[src/rtl/sram_port_arbiter_pkg.sv]
// Shared types for the inst/data SRAM port arbiter: FSM states, owner ids
// and the width of the bundled request bus that the grant mux selects.
package sram_port_arbiter_pkg;

    typedef enum logic [1:0] {
        ARB_IDLE = 2'd0,
        ARB_ADDR = 2'd1,
        ARB_WAIT = 2'd2
    } arb_state_e;

    typedef enum logic {
        ARB_OWN_INST = 1'b0,
        ARB_OWN_DATA = 1'b1
    } arb_owner_e;

    // {wr, size, wstrb, addr, wdata, req}
    function automatic int arb_req_bus_wd(input int addr_w, input int data_w);
        return 1 + 2 + (data_w / 8) + addr_w + data_w + 1;
    endfunction

endpackage

[src/rtl/sram_port_arbiter_if.sv]
// SRAM-like handshake bundle around the arbiter: inst and data requester
// ports plus the single bridge port. slave = arbiter view, master = environment.
interface sram_port_arbiter_if #(
    parameter int ADDR_W = 32,
    parameter int DATA_W = 32
);
    logic                  inst_req;
    logic                  inst_wr;
    logic [1:0]            inst_size;
    logic [DATA_W/8-1:0]   inst_wstrb;
    logic [ADDR_W-1:0]     inst_addr;
    logic [DATA_W-1:0]     inst_wdata;
    logic                  inst_addr_ok;
    logic                  inst_data_ok;
    logic [DATA_W-1:0]     inst_rdata;

    logic                  data_req;
    logic                  data_wr;
    logic [1:0]            data_size;
    logic [DATA_W/8-1:0]   data_wstrb;
    logic [ADDR_W-1:0]     data_addr;
    logic [DATA_W-1:0]     data_wdata;
    logic                  data_addr_ok;
    logic                  data_data_ok;
    logic [DATA_W-1:0]     data_rdata;

    logic                  req;
    logic                  wr;
    logic [1:0]            size;
    logic [DATA_W/8-1:0]   wstrb;
    logic [ADDR_W-1:0]     addr;
    logic [DATA_W-1:0]     wdata;
    logic                  addr_ok;
    logic                  data_ok;
    logic [DATA_W-1:0]     rdata;

    modport slave (
        input  inst_req, inst_wr, inst_size, inst_wstrb, inst_addr, inst_wdata,
        output inst_addr_ok, inst_data_ok, inst_rdata,
        input  data_req, data_wr, data_size, data_wstrb, data_addr, data_wdata,
        output data_addr_ok, data_data_ok, data_rdata,
        output req, wr, size, wstrb, addr, wdata,
        input  addr_ok, data_ok, rdata
    );

    modport master (
        output inst_req, inst_wr, inst_size, inst_wstrb, inst_addr, inst_wdata,
        input  inst_addr_ok, inst_data_ok, inst_rdata,
        output data_req, data_wr, data_size, data_wstrb, data_addr, data_wdata,
        input  data_addr_ok, data_data_ok, data_rdata,
        input  req, wr, size, wstrb, addr, wdata,
        output addr_ok, data_ok, rdata
    );

endinterface

[src/rtl/sram_arb_pick.sv]
// Combinational winner selection between inst and data requests.
// Optional SRAM_ARB_RR_EN: round-robin on contention using rr_last; default is data-over-inst.
module sram_arb_pick
    import sram_port_arbiter_pkg::*;
(
    input  logic       inst_req,
    input  logic       data_req,
`ifdef SRAM_ARB_RR_EN
    input  arb_owner_e rr_last,
`endif
    output logic       win_vld,
    output arb_owner_e win
);

    always_comb begin
        win_vld = inst_req | data_req;
        win     = ARB_OWN_INST;
`ifdef SRAM_ARB_RR_EN
        if (inst_req && data_req) begin
            win = (rr_last == ARB_OWN_DATA) ? ARB_OWN_INST : ARB_OWN_DATA;
        end else if (data_req) begin
            win = ARB_OWN_DATA;
        end
`else
        // Data wins so a stalled MEM stage can never be starved by fetch.
        if (data_req) begin
            win = ARB_OWN_DATA;
        end
`endif
    end

endmodule

[src/rtl/sram_port_arbiter.sv]
// Shares one SRAM-like bridge port between fetch and load/store, one transaction in flight.
// Request reaches the bridge in the arbitration cycle; grant is locked until addr_ok. Macro: SRAM_ARB_RR_EN.
module sram_port_arbiter
    import sram_port_arbiter_pkg::*;
#(
    parameter int ADDR_W = 32,
    parameter int DATA_W = 32
) (
    input  logic                 clk,
    input  logic                 reset,
    sram_port_arbiter_if.slave   bus
);

    localparam int BUS_WD = arb_req_bus_wd(ADDR_W, DATA_W);

    arb_state_e state_q, state_d;
    arb_owner_e owner_q, owner_d;
    arb_owner_e sel_owner;
    arb_owner_e win;
    logic       win_vld;
    logic       fwd;
    logic       addr_hs;
    logic       resp;

    logic [BUS_WD-1:0] inst_bus;
    logic [BUS_WD-1:0] data_bus;
    logic [BUS_WD-1:0] sel_bus;
    logic [BUS_WD-1:0] out_bus;

    assign inst_bus = {bus.inst_wr, bus.inst_size, bus.inst_wstrb,
                       bus.inst_addr, bus.inst_wdata, bus.inst_req};
    assign data_bus = {bus.data_wr, bus.data_size, bus.data_wstrb,
                       bus.data_addr, bus.data_wdata, bus.data_req};

`ifdef SRAM_ARB_RR_EN
    arb_owner_e rr_last_q, rr_last_d;

    sram_arb_pick u_pick (
        .inst_req (bus.inst_req),
        .data_req (bus.data_req),
        .rr_last  (rr_last_q),
        .win_vld  (win_vld),
        .win      (win)
    );
`else
    sram_arb_pick u_pick (
        .inst_req (bus.inst_req),
        .data_req (bus.data_req),
        .win_vld  (win_vld),
        .win      (win)
    );
`endif

    // Only IDLE looks at the live winner; afterwards the registered owner steers the mux.
    always_comb begin
        sel_owner = owner_q;
        fwd       = 1'b0;
        if (state_q == ARB_IDLE && win_vld) begin
            sel_owner = win;
            fwd       = 1'b1;
        end else if (state_q == ARB_ADDR) begin
            fwd       = 1'b1;
        end
    end

    assign sel_bus = (sel_owner == ARB_OWN_DATA) ? data_bus : inst_bus;

    always_comb begin
        state_d = state_q;
        owner_d = owner_q;
        addr_hs = 1'b0;
        resp    = 1'b0;
`ifdef SRAM_ARB_RR_EN
        rr_last_d = rr_last_q;
`endif
        case (state_q)
            ARB_IDLE: begin
                if (win_vld) begin
                    owner_d = win;
                    if (bus.addr_ok) begin
                        addr_hs = 1'b1;
                        state_d = ARB_WAIT;
                    end else begin
                        state_d = ARB_ADDR;
                    end
                end
            end
            ARB_ADDR: begin
                // sel_bus[0] is the owner's req; a dropped req keeps the lock but never handshakes.
                if (bus.addr_ok && sel_bus[0]) begin
                    addr_hs = 1'b1;
                    state_d = ARB_WAIT;
                end
            end
            ARB_WAIT: begin
                if (bus.data_ok) begin
                    resp    = 1'b1;
                    state_d = ARB_IDLE;
                end
            end
            default: begin
                state_d = ARB_IDLE;
            end
        endcase
`ifdef SRAM_ARB_RR_EN
        if (addr_hs) begin
            rr_last_d = sel_owner;
        end
`endif
    end

    assign out_bus = (fwd && !reset) ? sel_bus : '0;
    assign {bus.wr, bus.size, bus.wstrb, bus.addr, bus.wdata, bus.req} = out_bus;

    assign bus.inst_addr_ok = !reset && addr_hs && (sel_owner == ARB_OWN_INST);
    assign bus.data_addr_ok = !reset && addr_hs && (sel_owner == ARB_OWN_DATA);
    assign bus.inst_data_ok = !reset && resp && (owner_q == ARB_OWN_INST);
    assign bus.data_data_ok = !reset && resp && (owner_q == ARB_OWN_DATA);
    assign bus.inst_rdata   = bus.inst_data_ok ? bus.rdata : '0;
    assign bus.data_rdata   = bus.data_data_ok ? bus.rdata : '0;

    always_ff @(posedge clk) begin
        if (reset) begin
            state_q <= ARB_IDLE;
            owner_q <= ARB_OWN_INST;
        end else begin
            state_q <= state_d;
            owner_q <= owner_d;
        end
    end

`ifdef SRAM_ARB_RR_EN
    always_ff @(posedge clk) begin
        if (reset) begin
            rr_last_q <= ARB_OWN_INST;
        end else begin
            rr_last_q <= rr_last_d;
        end
    end
`endif

endmodule

[src/flat_wrapper.sv]
// flat-port wrapper written by rule: the top's interface ports become plain ports
module sram_port_arbiter_flat import sram_port_arbiter_pkg::*;
#(
    parameter int ADDR_W = 32,
    parameter int DATA_W = 32
)
  (clk, reset, bus_inst_req, bus_inst_wr, bus_inst_size, bus_inst_wstrb, bus_inst_addr, bus_inst_wdata, bus_inst_addr_ok, bus_inst_data_ok, bus_inst_rdata, bus_data_req, bus_data_wr, bus_data_size, bus_data_wstrb, bus_data_addr, bus_data_wdata, bus_data_addr_ok, bus_data_data_ok, bus_data_rdata, bus_req, bus_wr, bus_size, bus_wstrb, bus_addr, bus_wdata, bus_addr_ok, bus_data_ok, bus_rdata);
  sram_port_arbiter_if #(.ADDR_W(ADDR_W), .DATA_W(DATA_W)) bus_i ();
  input  logic clk;
  input  logic reset;
  input wire logic [$bits(bus_i.inst_req)-1:0] bus_inst_req;
  input wire logic [$bits(bus_i.inst_wr)-1:0] bus_inst_wr;
  input wire logic [$bits(bus_i.inst_size)-1:0] bus_inst_size;
  input wire logic [$bits(bus_i.inst_wstrb)-1:0] bus_inst_wstrb;
  input wire logic [$bits(bus_i.inst_addr)-1:0] bus_inst_addr;
  input wire logic [$bits(bus_i.inst_wdata)-1:0] bus_inst_wdata;
  output wire logic [$bits(bus_i.inst_addr_ok)-1:0] bus_inst_addr_ok;
  output wire logic [$bits(bus_i.inst_data_ok)-1:0] bus_inst_data_ok;
  output wire logic [$bits(bus_i.inst_rdata)-1:0] bus_inst_rdata;
  input wire logic [$bits(bus_i.data_req)-1:0] bus_data_req;
  input wire logic [$bits(bus_i.data_wr)-1:0] bus_data_wr;
  input wire logic [$bits(bus_i.data_size)-1:0] bus_data_size;
  input wire logic [$bits(bus_i.data_wstrb)-1:0] bus_data_wstrb;
  input wire logic [$bits(bus_i.data_addr)-1:0] bus_data_addr;
  input wire logic [$bits(bus_i.data_wdata)-1:0] bus_data_wdata;
  output wire logic [$bits(bus_i.data_addr_ok)-1:0] bus_data_addr_ok;
  output wire logic [$bits(bus_i.data_data_ok)-1:0] bus_data_data_ok;
  output wire logic [$bits(bus_i.data_rdata)-1:0] bus_data_rdata;
  output wire logic [$bits(bus_i.req)-1:0] bus_req;
  output wire logic [$bits(bus_i.wr)-1:0] bus_wr;
  output wire logic [$bits(bus_i.size)-1:0] bus_size;
  output wire logic [$bits(bus_i.wstrb)-1:0] bus_wstrb;
  output wire logic [$bits(bus_i.addr)-1:0] bus_addr;
  output wire logic [$bits(bus_i.wdata)-1:0] bus_wdata;
  input wire logic [$bits(bus_i.addr_ok)-1:0] bus_addr_ok;
  input wire logic [$bits(bus_i.data_ok)-1:0] bus_data_ok;
  input wire logic [$bits(bus_i.rdata)-1:0] bus_rdata;
  assign bus_i.inst_req = bus_inst_req;
  assign bus_i.inst_wr = bus_inst_wr;
  assign bus_i.inst_size = bus_inst_size;
  assign bus_i.inst_wstrb = bus_inst_wstrb;
  assign bus_i.inst_addr = bus_inst_addr;
  assign bus_i.inst_wdata = bus_inst_wdata;
  assign bus_inst_addr_ok = bus_i.inst_addr_ok;
  assign bus_inst_data_ok = bus_i.inst_data_ok;
  assign bus_inst_rdata = bus_i.inst_rdata;
  assign bus_i.data_req = bus_data_req;
  assign bus_i.data_wr = bus_data_wr;
  assign bus_i.data_size = bus_data_size;
  assign bus_i.data_wstrb = bus_data_wstrb;
  assign bus_i.data_addr = bus_data_addr;
  assign bus_i.data_wdata = bus_data_wdata;
  assign bus_data_addr_ok = bus_i.data_addr_ok;
  assign bus_data_data_ok = bus_i.data_data_ok;
  assign bus_data_rdata = bus_i.data_rdata;
  assign bus_req = bus_i.req;
  assign bus_wr = bus_i.wr;
  assign bus_size = bus_i.size;
  assign bus_wstrb = bus_i.wstrb;
  assign bus_addr = bus_i.addr;
  assign bus_wdata = bus_i.wdata;
  assign bus_i.addr_ok = bus_addr_ok;
  assign bus_i.data_ok = bus_data_ok;
  assign bus_i.rdata = bus_rdata;
  sram_port_arbiter #(.ADDR_W(ADDR_W), .DATA_W(DATA_W)) u_core (.clk(clk), .reset(reset), .bus(bus_i));
endmodule
[config.mk]
export PLATFORM = sky130hd
export DESIGN_NAME = sram_port_arbiter_flat
export DESIGN_NICKNAME = d
export VERILOG_FILES = /design/src/rtl/sram_port_arbiter_pkg.sv /design/src/rtl/sram_port_arbiter_if.sv /design/src/rtl/sram_arb_pick.sv /design/src/rtl/sram_port_arbiter.sv /design/src/flat_wrapper.sv
export SDC_FILE = /design/constraint.sdc
export NUM_CORES = 1
export LEC_CHECK = 0
export ABC_AREA = 1
export BUFFER_PORTS_ARGS = -buffer_cell sky130_fd_sc_hd__buf_4
export CELL_PAD_IN_SITES_DETAIL_PLACEMENT = 0
export CELL_PAD_IN_SITES_GLOBAL_PLACEMENT = 1
export CORE_AREA = 2 2 124 126
export CTS_BUF_LIST = sky130_fd_sc_hd__clkbuf_16
export CTS_CLUSTER_SIZE = 24
export DETAILED_ROUTE_END_ITERATION = 7
export DIE_AREA = 0 0 126 128
export GPL_TIMING_DRIVEN = 1
export PLACE_DENSITY_LB_ADDON = 0.25
export SLEW_MARGIN = 20
export SYNTH_ARGS = -nofsm -noshare
export SYNTH_HDL_FRONTEND = slang
export SYNTH_SLANG_ARGS = --single-unit
[constraint.sdc]
create_clock -name clk -period 3.7 [get_ports clk]
set_input_delay 0.555 -clock clk [delete_from_list [all_inputs] [get_ports clk]]
set_output_delay 0.555 -clock clk [all_outputs]
set_load 0.005 [all_outputs]
== Word level (Yosys, flattened, before mapping) ==
Index checks and enable logic that the tools add are counted.
Word-level totals
  register bits: 3
  bits of input ports: 180
  logic and storage cells: 42
  output and inout port bits: 140
Cells by class
  eq/ne operators: 5
  mux-type cells: 19
  bitwise gates (word level): 3
  reduce and logical (&&, ||, !) cells: 13
Operators by type and width (number)
  72-bit two-way mux: 2
  32-bit two-way mux: 2
  1-bit logical AND: 9
  1-bit two-way mux: 9
  2-bit two-way mux: 4
  2-bit case mux with 3 select lines: 1
  2-bit inequality test, second input constant: 2
  3-bit AND reduction: 1
  2-bit by 1-bit == test with 1-bit output, second input constant: 1
  2-bit == test, second input constant: 1
  2-bit logical NOT: 1
  2-bit by 1-bit inequality test with 1-bit output, second input constant: 1
  1-bit inverter: 2
  1-bit case mux with 2 select lines: 1
  2-bit AND reduction: 1
  1-bit logical NOT: 1
  1-bit OR: 1

== Depth between registers and ports, before layout ==
Gate-level depths: netlist of the first run.
  word-level depth: 9
  depth in mapped cells: 8
  gate-level depth less buffers: 8

== Cells and area by module ==
Synthesis of the first run repeated with hierarchy kept, for this count alone.
Second synthesis, totals
  cells, all modules: 389
  area total of the unflattened synthesis: 1726.7 um2
Modules (own cells, without submodules)
  sram_port_arbiter: cells an instance 385, instances 1, seq. area each 60.1 um2, area an instance 1707.9 um2
  sram_arb_pick: cells an instance 4, instances 1, seq. area each 0.0 um2, area an instance 18.8 um2

== Worst setup path before layout of the first run ==
OpenSTA, ideal clock, no wires.
  path type: input -> output
  start: in bus_inst_req
  end: out bus_req
  slack: 1801 ps
  cell stages on the path: 5
  arrival: 1344 ps
  path buffers: 1
  required time: 3145 ps
  cells stage by stage: inv_1 nand2_1 o211ai_2 clkbuf_1 nor2_1
On the way
  longest elaborated chain between the ends: 5
  elaborated cells on any way between the ends: 7
  those cells by class: 4 x mux; 1 x bitwise; 2 x reduce/logical
RTL lines
  start, declared: RTL line flat_wrapper.sv:11  | input wire logic [$bits(bus_i.inst_req)-1:0] bus_inst_req;
  1-bit OR: RTL line sram_arb_pick.sv:16  | win_vld = inst_req | data_req;
  1-bit logical AND: RTL line sram_port_arbiter.sv:58  | if (state_q == ARB_IDLE && win_vld) begin
  1-bit two-way mux: RTL line sram_port_arbiter.sv:58
  72-bit two-way mux / 1-bit logical AND (equally long branches): RTL line sram_port_arbiter.sv:66, sram_port_arbiter.sv:112
  72-bit two-way mux (*): RTL line sram_port_arbiter.sv:112  | assign out_bus = (fwd && !reset) ? sel_bus : '0;
  end, declared: RTL line flat_wrapper.sv:29  | output wire logic [$bits(bus_i.req)-1:0] bus_req;
Every way passes the cells marked *; elsewhere a longest branch is shown, timed or not.

== Final worst setup path of the first run ==
  start: reg u_core.state_q[0]
  end: out bus_wdata[8]
On the way
  longest elaborated chain between the ends: 5
  elaborated cells on any way between the ends: 9
  those cells by class: 1 x eq/ne; 5 x mux; 3 x reduce/logical
RTL lines
  start, declared: RTL line sram_port_arbiter.sv:16  | arb_state_e state_q, state_d;
  start signal, assigned: RTL line sram_port_arbiter.sv:127  | state_q <= state_d;
  2-bit by 1-bit == test with 1-bit output / 2-bit logical NOT (equally long branches): RTL line sram_port_arbiter.sv:61, sram_port_arbiter.sv:58
  1-bit two-way mux / 1-bit logical AND (equally long branches): RTL line sram_port_arbiter.sv:61, sram_port_arbiter.sv:58
  1-bit two-way mux: RTL line sram_port_arbiter.sv:58
  1-bit logical AND / 72-bit two-way mux (equally long branches): RTL line sram_port_arbiter.sv:112, sram_port_arbiter.sv:66
  72-bit two-way mux (*): RTL line sram_port_arbiter.sv:112
  end, declared: RTL line flat_wrapper.sv:34  | output wire logic [$bits(bus_i.wdata)-1:0] bus_wdata;
Marks and branches as above.

==> impl_table.tex, run 1 <==
\begin{tabular}{lr}
\hline
Metric & Value \\
\hline
\multicolumn{2}{l}{\textbf{Run status}} \\
\quad Result of the run & complete, no violations \\
\multicolumn{2}{l}{\textbf{Worst hold path}} \\
\quad Hold Path Class & in2reg \\
\multicolumn{2}{l}{\textbf{Setup path}} \\
\quad Peak fanout along the critical path & 72 \\
\quad Slowest CP cell & buf\_4 \\
\quad Crit start category & register \\
\quad Kind of end point of the critical path & output port \\
\quad Cells along the critical path & nor2\_2, nand2\_1, nand2\_2, nand2\_4, buf\_4, nand2\_1, a21oi\_1, buf\_4 \\
\quad Data required, critical path & 3.14 ns \\
\quad CP max stage delay & 0.55 ns \\
\quad Category of the critical setup timing path & reg2out \\
\quad Data arrival time at the worst-slack endpoint & 2.11 ns \\
\multicolumn{2}{l}{\textbf{Cells and area}} \\
\quad Sequential standard cell area & 60.06 um2 \\
\quad Area added between synthesis and finish & 152.0\% \\
\quad Most common library cell in the layout ignoring fill and taps & buf\_4 \\
\quad Number of antenna cells inserted & 0 \\
\quad Highest-count cells in the layout ignoring fill and taps & buf\_4, nand2\_1, a21oi\_1 \\
\quad Utilization after layout & 28.72\% \\
\quad Fill cell instance count of the final layout & 1679 \\
\quad Layout Nets & 862 \\
\quad Area taken by multi-input logic gates & $\sim$1300 um2 \\
\quad Fraction of layout instances using a drive strength above 1 & 48.60\% \\
\multicolumn{2}{l}{\textbf{Timing}} \\
\quad Setup repair after global routing missed its margin & false \\
\quad Worst setup skew after layout & $\sim$0.00064 ns \\
\quad Fin crit period & about 2.7 ns \\
\quad Final setup vio count & 0 \\
\quad Final-layout setup total negative slack & 0 ns \\
\quad Worst hold slack & 0.4936 ns \\
\quad Portion of the clock cycle consumed by the worst path in the final layout & 71.91\% \\
\quad Tightest slew margin relative to the limit & between 30\% and 40\% \\
\quad Final-report max-slew violation count & 0 \\
\quad Final Hold Fails & 0 \\
\quad Worst setup margin & 1.039 ns \\
\quad Pin slew with the least headroom to its limit & 0.9509 ns \\
\quad F\_max & $\sim$380 MHz \\
\multicolumn{2}{l}{\textbf{Power}} \\
\quad Maximum vdd ir drop & $\sim$120 uV \\
\quad Leakage & 0.002552 uW \\
\quad Power density normalized to cell area & 183.3 nW/um2 \\
\quad Power consumption & 782.7 uW \\
\multicolumn{2}{l}{\textbf{Clock network}} \\
\quad Hold buffer count at cts & 0 \\
\quad Master cell of the clock root buffer & clkbuf\_16 \\
\quad Clock-pin transition on the worst setup and hold timing paths & roughly 0.030 ns \\
\quad H-tree levels & 1 \\
\quad Number of buffers inserted by post-CTS setup repair & 0 \\
\quad Clk\_lat worst skew & 0.23 ns \\
\quad Clock tree from TritonCTS & built \\
\quad Clk sink count & 3 \\
\quad Post-cts gate resize count & 0 \\
\quad Deepest clock path buffer count & 2 \\
\quad Total clock buffers created by CTS & 3 \\
\multicolumn{2}{l}{\textbf{Flow run}} \\
\quad Total of max-cap violations & 0 \\
\multicolumn{2}{l}{\textbf{Routing}} \\
\quad DR pass1 iterations & 4 \\
\quad Via count of the routed design & 3457 \\
\quad Post-DRT Antenna Nets & 0 \\
\quad Iteration-0 DRC Markers & 75 \\
\quad Average routed wire per standard cell & 11.95 um \\
\quad Number of DRC violations after detailed routing & 0 \\
\quad WL final & 10390 um \\
\quad Via-per-instance ratio & 3.978 \\
\multicolumn{2}{l}{\textbf{Logic synthesis}} \\
\quad Syn Inst Count & 381 \\
\quad Largest cells by area after synthesis & nand2\_1, a21oi\_1, nor2\_1 \\
\quad Synthesis Warnings & 0 \\
\quad Area fraction of the dominant cell type after synthesis & 33.68\% \\
\quad Synthesized net count & 561 \\
\quad Number of storage elements in the synthesis netlist & 3 \\
\quad Sequential cell area fraction in the yosys report & 3.545\% \\
\quad Cell type with the largest total area after synthesis & nand2\_1 \\
\quad Post-synthesis average cell area & 4.447 um2 \\
\quad Number of library cell types mapped by synthesis & 16 \\
\quad Post-synthesis cell area & 1694 um2 \\
\multicolumn{2}{l}{\textbf{Global routing}} \\
\quad Global-route usage over all layers & 11.28\% \\
\quad Grt total ovfl & 0 \\
\quad Pin count of the biggest net entering global routing & 73 \\
\quad Initial antenna violation count & 0 \\
\quad Wire length of the first global-routing pass & $\sim$15000 um \\
\quad Vias in the first global route & 3179 \\
\multicolumn{2}{l}{\textbf{Die}} \\
\quad Number of placement rows & 45 \\
\quad Overall die area & 16130 um2 \\
\quad Starting density of the core & a little under an eighth \\
\quad Die Span X & 126 um \\
\quad \# IOs & 320 \\
\quad Core Footprint & 14860 um2 \\
\quad Vertical die dimension & around 130 um \\
\multicolumn{2}{l}{\textbf{Placed design}} \\
\quad Pre-CTS setup slack & 1.110 ns \\
\quad Quantity of I/O buffers inserted on ports & 319 \\
\quad HPWL after DPL & 8516 um \\
\quad GPL Wtd Cong & between 0.8 and 0.9 \\
\hline
\end{tabular}
cell families (layout without fill, tap and decap cells):
group / Yosys count / in the layout / share of synthesized area, %
AOI/OAI and AO/OA: 74 / 74 / 22.53
buffers and inverters: 70 / 370 / 20.61
DFF: 3 / 3 / 3.545
and+or+nand+nor: 234 / 234 / 53.32
critical path: cells and delay by family, from the launching register on:
| kind | cells | cell delay [ns] |
|---|---|---|
| compound gates | 1 | 0.24 |
| simple gates | 5 | 0.45 |
| buf+inv | 2 | 0.70 |
| flops | 1 | 0.44 |
through the flow:
step	cell area [um2]	std cells
after CTS	4269	869
after global placement	4190	865
after floorplan	1694	381
after detailed placement	4190	865
final	4269	869
after global routing	4269	869
metal layers:
layer,track usage [%],routed length (um),up-vias
met3,2.588,1079,10
met1,11.75,3557,1478
li1,-,-,1762
met4,2.069,99,0
met2,22.93,5651,207
met5,0,0,-
path summary, 6_finish.rpt:
kind	start	endpoint	slack (ns)	cells past startpoint
hold / removal	reset	u_core.owner_q$_SDFFE_PP0P_	0.49	2
setup / recovery	u_core.state_q[0]$_SDFFE_PP0P_	bus_wdata[8]	1.04	8
setup reg to reg	u_core.state_q[0]$_SDFFE_PP0P_	u_core.owner_q$_SDFFE_PP0P_	2.39	6
hold reg to reg	u_core.state_q[1]$_SDFFE_PP0P_	u_core.state_q[0]$_SDFFE_PP0P_	0.63	3
final cells by class:
type                            instances  area share (%)
Multi-Input combinational cell        308           30.30
Sequential cell                         3           1.407
Tap cell                              188           5.510
Inverter                               43           3.839
Timing Repair Buffer                  323           57.09
Clock buffer                            3           1.759
Clock inverter                          1         0.08793
sequential cells by signal (all words and copies together), names as in the netlist:
signal,count
u_core.owner_q,1
u_core.state_q,2
where the power goes:
part           leakage (uW)  internal, uW  switching (uW)  total [uW]
Combinational       0.00249           298             273         570
Clock             0.0000423           140            31.5         171
Sequential        0.0000248          36.2            5.31        41.5
Yosys cell counts:
cell type  count
dfxtp_1        3
inv_4          1
inv_1         42
a21oi_1       72
buf_2          7
nand4_1        2
nand3_1        6
o211ai_2       1
nand2_2        1
nor2_1        71
nand2_1      152
buf_6         10
o311ai_0       1
nor2_2         1
clkbuf_1      10
nand2_4        1
Note: power is estimated with default switching activity, not from simulation.
==> run 2: changes to the inputs <==
--- a/config.mk
+++ b/config.mk
@@ -9,11 +9,11 @@
 export BUFFER_PORTS_ARGS = -buffer_cell sky130_fd_sc_hd__buf_4
 export CELL_PAD_IN_SITES_DETAIL_PLACEMENT = 0
 export CELL_PAD_IN_SITES_GLOBAL_PLACEMENT = 1
-export CORE_AREA = 2 2 124 126
+export CORE_AREA = 2 2 125 127
 export CTS_BUF_LIST = sky130_fd_sc_hd__clkbuf_16
 export CTS_CLUSTER_SIZE = 24
 export DETAILED_ROUTE_END_ITERATION = 7
-export DIE_AREA = 0 0 126 128
+export DIE_AREA = 0 0 127 129
 export GPL_TIMING_DRIVEN = 1
 export PLACE_DENSITY_LB_ADDON = 0.25
 export SLEW_MARGIN = 20
==> constraint.sdc (replaced) <==
create_clock -name clk -period 2.78 [get_ports clk]
set_input_delay 0.417 -clock clk [delete_from_list [all_inputs] [get_ports clk]]
set_output_delay 0.417 -clock clk [all_outputs]
set_load 0.005 [all_outputs]
==> impl_table.tex, run 2 (synthesis gave the netlist of run 1 again) <==
\begin{tabular}{lr}
\hline
Metric & Value \\
\hline
\multicolumn{2}{l}{\textbf{Clock network}} \\
\quad Deepest clock path buffer count & 2 \\
\quad Clk\_lat worst skew & roughly 0.22 ns \\
\quad Total clock buffers created by CTS & 3 \\
\quad Clock tree from TritonCTS & built \\
\quad Master cell of the clock root buffer & clkbuf\_16 \\
\quad H-tree levels & 1 \\
\quad Clock-pin transition on the worst setup and hold timing paths & $\sim$0.03 ns \\
\quad Clk sink count & 3 \\
\multicolumn{2}{l}{\textbf{Run status}} \\
\quad Result of the run & complete, no violations \\
\multicolumn{2}{l}{\textbf{Setup path}} \\
\quad Cells along the critical path & nor2\_2, nand2\_1, nand2\_2, nand2\_4, inv\_4, buf\_4, nand2\_1, a21oi\_1, buf\_4 \\
\quad Start of the worst register-to-register path & u\_core.state\_q[0]\$\_SDFFE\_PP0P\_ \\
\quad Kind of end point of the critical path & output port \\
\quad Crit start category & register \\
\quad Data required, critical path & 2.36 ns \\
\quad Count of buffer and inverter cells on the critical path & 3 \\
\quad Cell family with most CP delay & buffers and inverters \\
\quad Slowest CP cell & dfxtp\_1 \\
\quad Peak fanout along the critical path & 26 \\
\quad Source of the critical timing path & u\_core.state\_q[0]\$\_SDFFE\_PP0P\_ \\
\quad CP max stage delay & 0.35 ns \\
\quad Category of the critical setup timing path & reg2out \\
\quad Data arrival time at the worst-slack endpoint & 2.10 ns \\
\multicolumn{2}{l}{\textbf{Placed design}} \\
\quad GPL Wtd Cong & 0.7561 \\
\quad Quantity of I/O buffers inserted on ports & about 320 \\
\quad Pre-CTS setup slack & between 0.3 and 0.4 ns \\
\quad Post-placement cell count & 868 \\
\quad HPWL after DPL & slightly below 10000 um \\
\quad Placed Area & around 4200 um2 \\
\multicolumn{2}{l}{\textbf{Flow run}} \\
\quad Total of max-cap violations & 0 \\
\multicolumn{2}{l}{\textbf{Timing}} \\
\quad Final-report max-slew violation count & 0 \\
\quad Final setup vio count & 0 \\
\quad Pin slew with the least headroom to its limit & around 0.93 ns \\
\quad F\_max & 396.6 MHz \\
\quad Fin crit period & 2.521 ns \\
\quad Final-layout setup total negative slack & 0 ns \\
\quad Portion of the clock cycle consumed by the worst path in the final layout & 90.70\% \\
\quad Setup repair after global routing missed its margin & false \\
\quad Worst setup margin & roughly 0.26 ns \\
\quad Worst setup skew after layout & $\sim$0.00015 ns \\
\quad Tightest slew margin relative to the limit & 37.88\% \\
\quad Final Hold Fails & 0 \\
\multicolumn{2}{l}{\textbf{Worst hold path}} \\
\quad Hold Path Class & in2reg \\
\quad Hold\_sp & reset \\
\multicolumn{2}{l}{\textbf{Cells and area}} \\
\quad Most flops, register & u\_core.state\_q \\
\quad Layout Nets & approximately 870 \\
\quad Fill cell instance count of the final layout & 1720 \\
\quad Number of antenna cells inserted & 0 \\
\quad Fraction of layout instances using a drive strength above 1 & 48.83\% \\
\quad Highest-count cells in the layout ignoring fill and taps & buf\_4, nand2\_1, a21oi\_1 \\
\quad Area added between synthesis and finish & 154.3\% \\
\quad Area taken by multi-input logic gates & 1294 um2 \\
\quad Summed area of non-filler cells in the final layout & 4308 um2 \\
\quad Registers with the highest flip-flop counts & u\_core.state\_q (2), u\_core.owner\_q (1) \\
\quad Sequential standard cell area & 60.06 um2 \\
\quad Most common library cell in the layout ignoring fill and taps & buf\_4 \\
\quad Non-filler instance count after layout & between 800 and 900 \\
\quad Number of flip-flops in the largest register & 2 \\
\multicolumn{2}{l}{\textbf{Die}} \\
\quad Number of placement rows & 45 \\
\quad Core Footprint & $\sim$15000 um2 \\
\quad Vertical die dimension & 129 um \\
\quad Die Span X & 127 um \\
\quad \# IOs & 320 \\
\quad Overall die area & 16380 um2 \\
\quad Starting density of the core & 11.31\% \\
\multicolumn{2}{l}{\textbf{Power}} \\
\quad Leakage & approximately 0.0026 uW \\
\quad Maximum vdd ir drop & 102.5 uV \\
\quad Comb pwr share & 73.6\% \\
\quad Switch share & 39.90\% \\
\quad Portion of total power attributed to sequential cells & 5.1\% \\
\quad Int Pwr & between 600 and 700 uW \\
\quad Relative contribution of the clock network to total power & 21.3\% \\
\quad Power density normalized to cell area & 247.7 nW/um2 \\
\quad P\_sw & 425.7 uW \\
\quad Power consumption & 1067 uW \\
\multicolumn{2}{l}{\textbf{Routing}} \\
\quad Number of DRC violations after detailed routing & 0 \\
\quad Average routed wire per standard cell & 13.06 um \\
\quad Post-DRT Antenna Nets & 0 \\
\quad Via count of the routed design & 3473 \\
\quad WL final & 11380 um \\
\quad Via-per-instance ratio & 3.983 \\
\quad DR pass1 iterations & 4 \\
\quad Iteration-0 DRC Markers & 70 \\
\multicolumn{2}{l}{\textbf{Global routing}} \\
\quad Pin count of the biggest net entering global routing & 50 \\
\quad Global-route usage over all layers & 12.40\% \\
\quad Initial antenna violation count & 0 \\
\quad Grt total ovfl & 0 \\
\quad Vias in the first global route & between 3000 and 4000 \\
\quad Wire length of the first global-routing pass & 16610 um \\
\hline
\end{tabular}
-- run 2: final cells by class --
type	count	share of cell area (%)
clock buffers	3	1.743
clock inverters	1	0.08713
flip-flops and latches	3	1.394
inverters	43	3.805
well taps	188	5.460
multi-input cells	308	30.03
repair buffers	326	57.48
-- run 2: through the flow --
step	util (%)	hold slack [ns]
after CTS	28.74	0.3537
after global routing	28.76	0.3566
after floorplan	-	0.4894
after detailed placement	28.21	0.5859
after global placement	28.21	0.5849
final	28.76	0.3540
-- run 2: worst paths after layout --
path,depth (start not counted),end,slack (ns)
setup / recovery,9,bus_wdata[28],0.26
hold / removal,2,u_core.owner_q$_SDFFE_PP0P_,0.35
setup reg to reg,7,u_core.owner_q$_SDFFE_PP0P_,1.18
hold reg to reg,3,u_core.state_q[0]$_SDFFE_PP0P_,0.61
-- run 2: what timing repair did --
action | CTS | global route
resized for setup | 0 | 1
hold buffers | 0 | 0
setup buffers | 0 | 0
endpoints found under the setup margin | 0 | 6
-- run 2: routing by layer --
metal	GRT usage, %	wire length, um	part of all wire [%]	vias to the layer above
met1	11.68	3786	33	1499
met3	3.285	1193	10	9
li1	-	-	-	1768
met2	26.63	6306	55	197
met5	0	0	0	-
met4	2.069	97	0.85	0
-- run 2: power by group through the flow --
stage	clock [uW]	combinational, uW	sequential, uW
after detailed placement	0	799	55.5
after CTS	231	801	54.8
after global placement	0	795	55.3
after global routing	238	872	56.5
after floorplan	0	357	53.4
final	227	785	54.9
-- run 2: worst reg2reg max path: cells and delay by family (launching register included) --
family	cells	cell delay, ns
buffers and inverters	2	0.52
and+or+nand+nor	5	0.62
DFF	1	0.35
==> run 3: changes to the inputs <==
--- a/config.mk
+++ b/config.mk
@@ -15,7 +15,7 @@
 export DETAILED_ROUTE_END_ITERATION = 7
 export DIE_AREA = 0 0 127 129
 export GPL_TIMING_DRIVEN = 1
-export PLACE_DENSITY_LB_ADDON = 0.25
+export PLACE_DENSITY = 0.8
 export SLEW_MARGIN = 20
 export SYNTH_ARGS = -nofsm -noshare
 export SYNTH_HDL_FRONTEND = slang
==> impl_table.tex, run 3 (synthesis gave the netlist of run 1 again) <==
\begin{tabular}{lr}
\hline
Metric & Value \\
\hline
\multicolumn{2}{l}{\textbf{Clock network}} \\
\quad Number of buffers inserted by post-CTS setup repair & 0 \\
\quad Master cell of the clock root buffer & clkbuf\_16 \\
\quad H-tree levels & 1 \\
\quad Post-cts gate resize count & 0 \\
\quad Clk sink count & 3 \\
\quad Hold buffer count at cts & 0 \\
\quad Clk\_lat worst skew & 0.23 ns \\
\quad Deepest clock path buffer count & 2 \\
\quad Total clock buffers created by CTS & 3 \\
\quad Clock tree from TritonCTS & built \\
\quad Clock-pin transition on the worst setup and hold timing paths & around 0.03 ns \\
\multicolumn{2}{l}{\textbf{Cells and area}} \\
\quad Non-filler instance count after layout & 875 \\
\quad Number of antenna cells inserted & 0 \\
\quad Fraction of layout instances using a drive strength above 1 & between 40\% and 50\% \\
\quad Area added between synthesis and finish & 155.4\% \\
\quad Layout Nets & 868 \\
\quad Most flops, register & u\_core.state\_q \\
\quad Area taken by multi-input logic gates & 1294 um2 \\
\quad Number of flip-flops in the largest register & 2 \\
\quad Highest-count cells in the layout ignoring fill and taps & buf\_4, nand2\_1, a21oi\_1 \\
\quad Sequential standard cell area & approximately 60 um2 \\
\quad Registers with the highest flip-flop counts & u\_core.state\_q (2), u\_core.owner\_q (1) \\
\quad Most common library cell in the layout ignoring fill and taps & buf\_4 \\
\quad Fill cell instance count of the final layout & 1739 \\
\multicolumn{2}{l}{\textbf{Power}} \\
\quad Power consumption & 1069 uW \\
\quad Leakage & 0.002584 uW \\
\quad Maximum vdd ir drop & 121.9 uV \\
\quad Power density normalized to cell area & 247.1 nW/um2 \\
\multicolumn{2}{l}{\textbf{Die}} \\
\quad \# IOs & 320 \\
\quad Vertical die dimension & 129 um \\
\quad Number of placement rows & 45 \\
\quad Die Span X & 127 um \\
\quad Core Footprint & 14980 um2 \\
\quad Starting density of the core & 11.31\% \\
\quad Overall die area & roughly 16000 um2 \\
\multicolumn{2}{l}{\textbf{Global routing}} \\
\quad Wire length of the first global-routing pass & 16300 um \\
\quad Grt total ovfl & 0 \\
\quad Pin count of the biggest net entering global routing & 73 \\
\quad Initial antenna violation count & 0 \\
\quad Vias in the first global route & 3234 \\
\quad Global-route usage over all layers & 12.23\% \\
\multicolumn{2}{l}{\textbf{Timing}} \\
\quad F\_max & 427.5 MHz \\
\quad Tightest slew margin relative to the limit & 52.31\% \\
\quad Pin slew with the least headroom to its limit & 0.7146 ns \\
\quad Setup repair after global routing missed its margin & false \\
\quad Final-report max-slew violation count & 0 \\
\quad Portion of the clock cycle consumed by the worst path in the final layout & roughly 84\% \\
\quad Worst hold slack & 0.3614 ns \\
\quad Worst setup margin & between 0.4 and 0.5 ns \\
\quad Final-layout setup total negative slack & 0 ns \\
\quad Worst setup skew after layout & around 0.0012 ns \\
\quad Final Hold Fails & 0 \\
\quad Final setup vio count & 0 \\
\quad Fin crit period & roughly 2.3 ns \\
\multicolumn{2}{l}{\textbf{Routing}} \\
\quad DR pass1 iterations & 4 \\
\quad WL final & 11130 um \\
\quad Via count of the routed design & between 3000 and 4000 \\
\quad Via-per-instance ratio & 3.912 \\
\quad Number of DRC violations after detailed routing & 0 \\
\quad Average routed wire per standard cell & 12.72 um \\
\quad Iteration-0 DRC Markers & 88 \\
\quad Post-DRT Antenna Nets & 0 \\
\multicolumn{2}{l}{\textbf{Run status}} \\
\quad Result of the run & complete, no violations \\
\multicolumn{2}{l}{\textbf{Flow run}} \\
\quad Total of max-cap violations & 0 \\
\multicolumn{2}{l}{\textbf{Setup path}} \\
\quad Slowest CP cell & dfxtp\_1 \\
\quad Count of buffer and inverter cells on the critical path & 3 \\
\quad Cell family with most CP delay & buffers and inverters \\
\quad Data arrival time at the worst-slack endpoint & 1.92 ns \\
\quad Data required, critical path & roughly 2.4 ns \\
\quad Peak fanout along the critical path & 26 \\
\quad Category of the critical setup timing path & reg2out \\
\quad Crit start category & register \\
\quad Cells along the critical path & nor2\_2, nand2\_1, nand2\_2, nand2\_4, inv\_4, buf\_4, nand2\_1, a21oi\_1, buf\_4 \\
\quad CP max stage delay & 0.36 ns \\
\quad Kind of end point of the critical path & output port \\
\multicolumn{2}{l}{\textbf{Placed design}} \\
\quad Quantity of I/O buffers inserted on ports & 319 \\
\quad Pre-CTS setup slack & 0.6697 ns \\
\quad HPWL after DPL & 9448 um \\
\quad GPL Wtd Cong & 0.7858 \\
\quad Post-placement cell count & 871 \\
\multicolumn{2}{l}{\textbf{Worst hold path}} \\
\quad Hold Path Class & in2reg \\
\hline
\end{tabular}
==> run 3: stage by stage <==
| stage | area [um2] | util, % |
|---|---|---|
| final | 4327 | 28.89 |
| after global routing | 4327 | 28.89 |
| after CTS | 4327 | 28.89 |
| after detailed placement | 4248 | 28.36 |
| after global placement | 4248 | 28.36 |
| after floorplan | 1694 | - |
==> run 3: layer usage <==
| layer | up-vias | global-route usage (%) | part of all wire [%] |
|---|---|---|---|
| li1 | 1773 | - | - |
| met1 | 1449 | 13.73 | 38 |
| met2 | 197 | 24.23 | 52 |
| met3 | 4 | 2.453 | 9.1 |
| met4 | 0 | 1.745 | 0.55 |
| met5 | - | 0 | 0 |
==> run 3: final cells by class <==
class | instances | area share (%)
inverters | 43 | 3.788
repair buffers | 329 | 57.66
flip-flops and latches | 3 | 1.388
clock inverters | 1 | 0.08676
well taps | 188 | 5.437
multi-input cells | 308 | 29.90
clock buffers | 3 | 1.735
==> run 3: path summary, 6_finish.rpt <==
| kind | start | endpoint | slack [ns] | cells past startpoint |
|---|---|---|---|---|
| max | u_core.state_q[0]$_SDFFE_PP0P_ | bus_addr[6] | 0.44 | 9 |
| min | reset | u_core.owner_q$_SDFFE_PP0P_ | 0.36 | 2 |
| max reg2reg | u_core.state_q[0]$_SDFFE_PP0P_ | u_core.owner_q$_SDFFE_PP0P_ | 1.31 | 7 |
| min reg2reg | u_core.state_q[1]$_SDFFE_PP0P_ | u_core.state_q[0]$_SDFFE_PP0P_ | 0.61 | 3 |
==> run 3: power breakdown <==
part | switching [uW] | total, uW | internal (uW)
Clock | 40.7 | 226 | 186
Sequential | 7.07 | 55.3 | 48.2
Combinational | 378 | 788 | 410
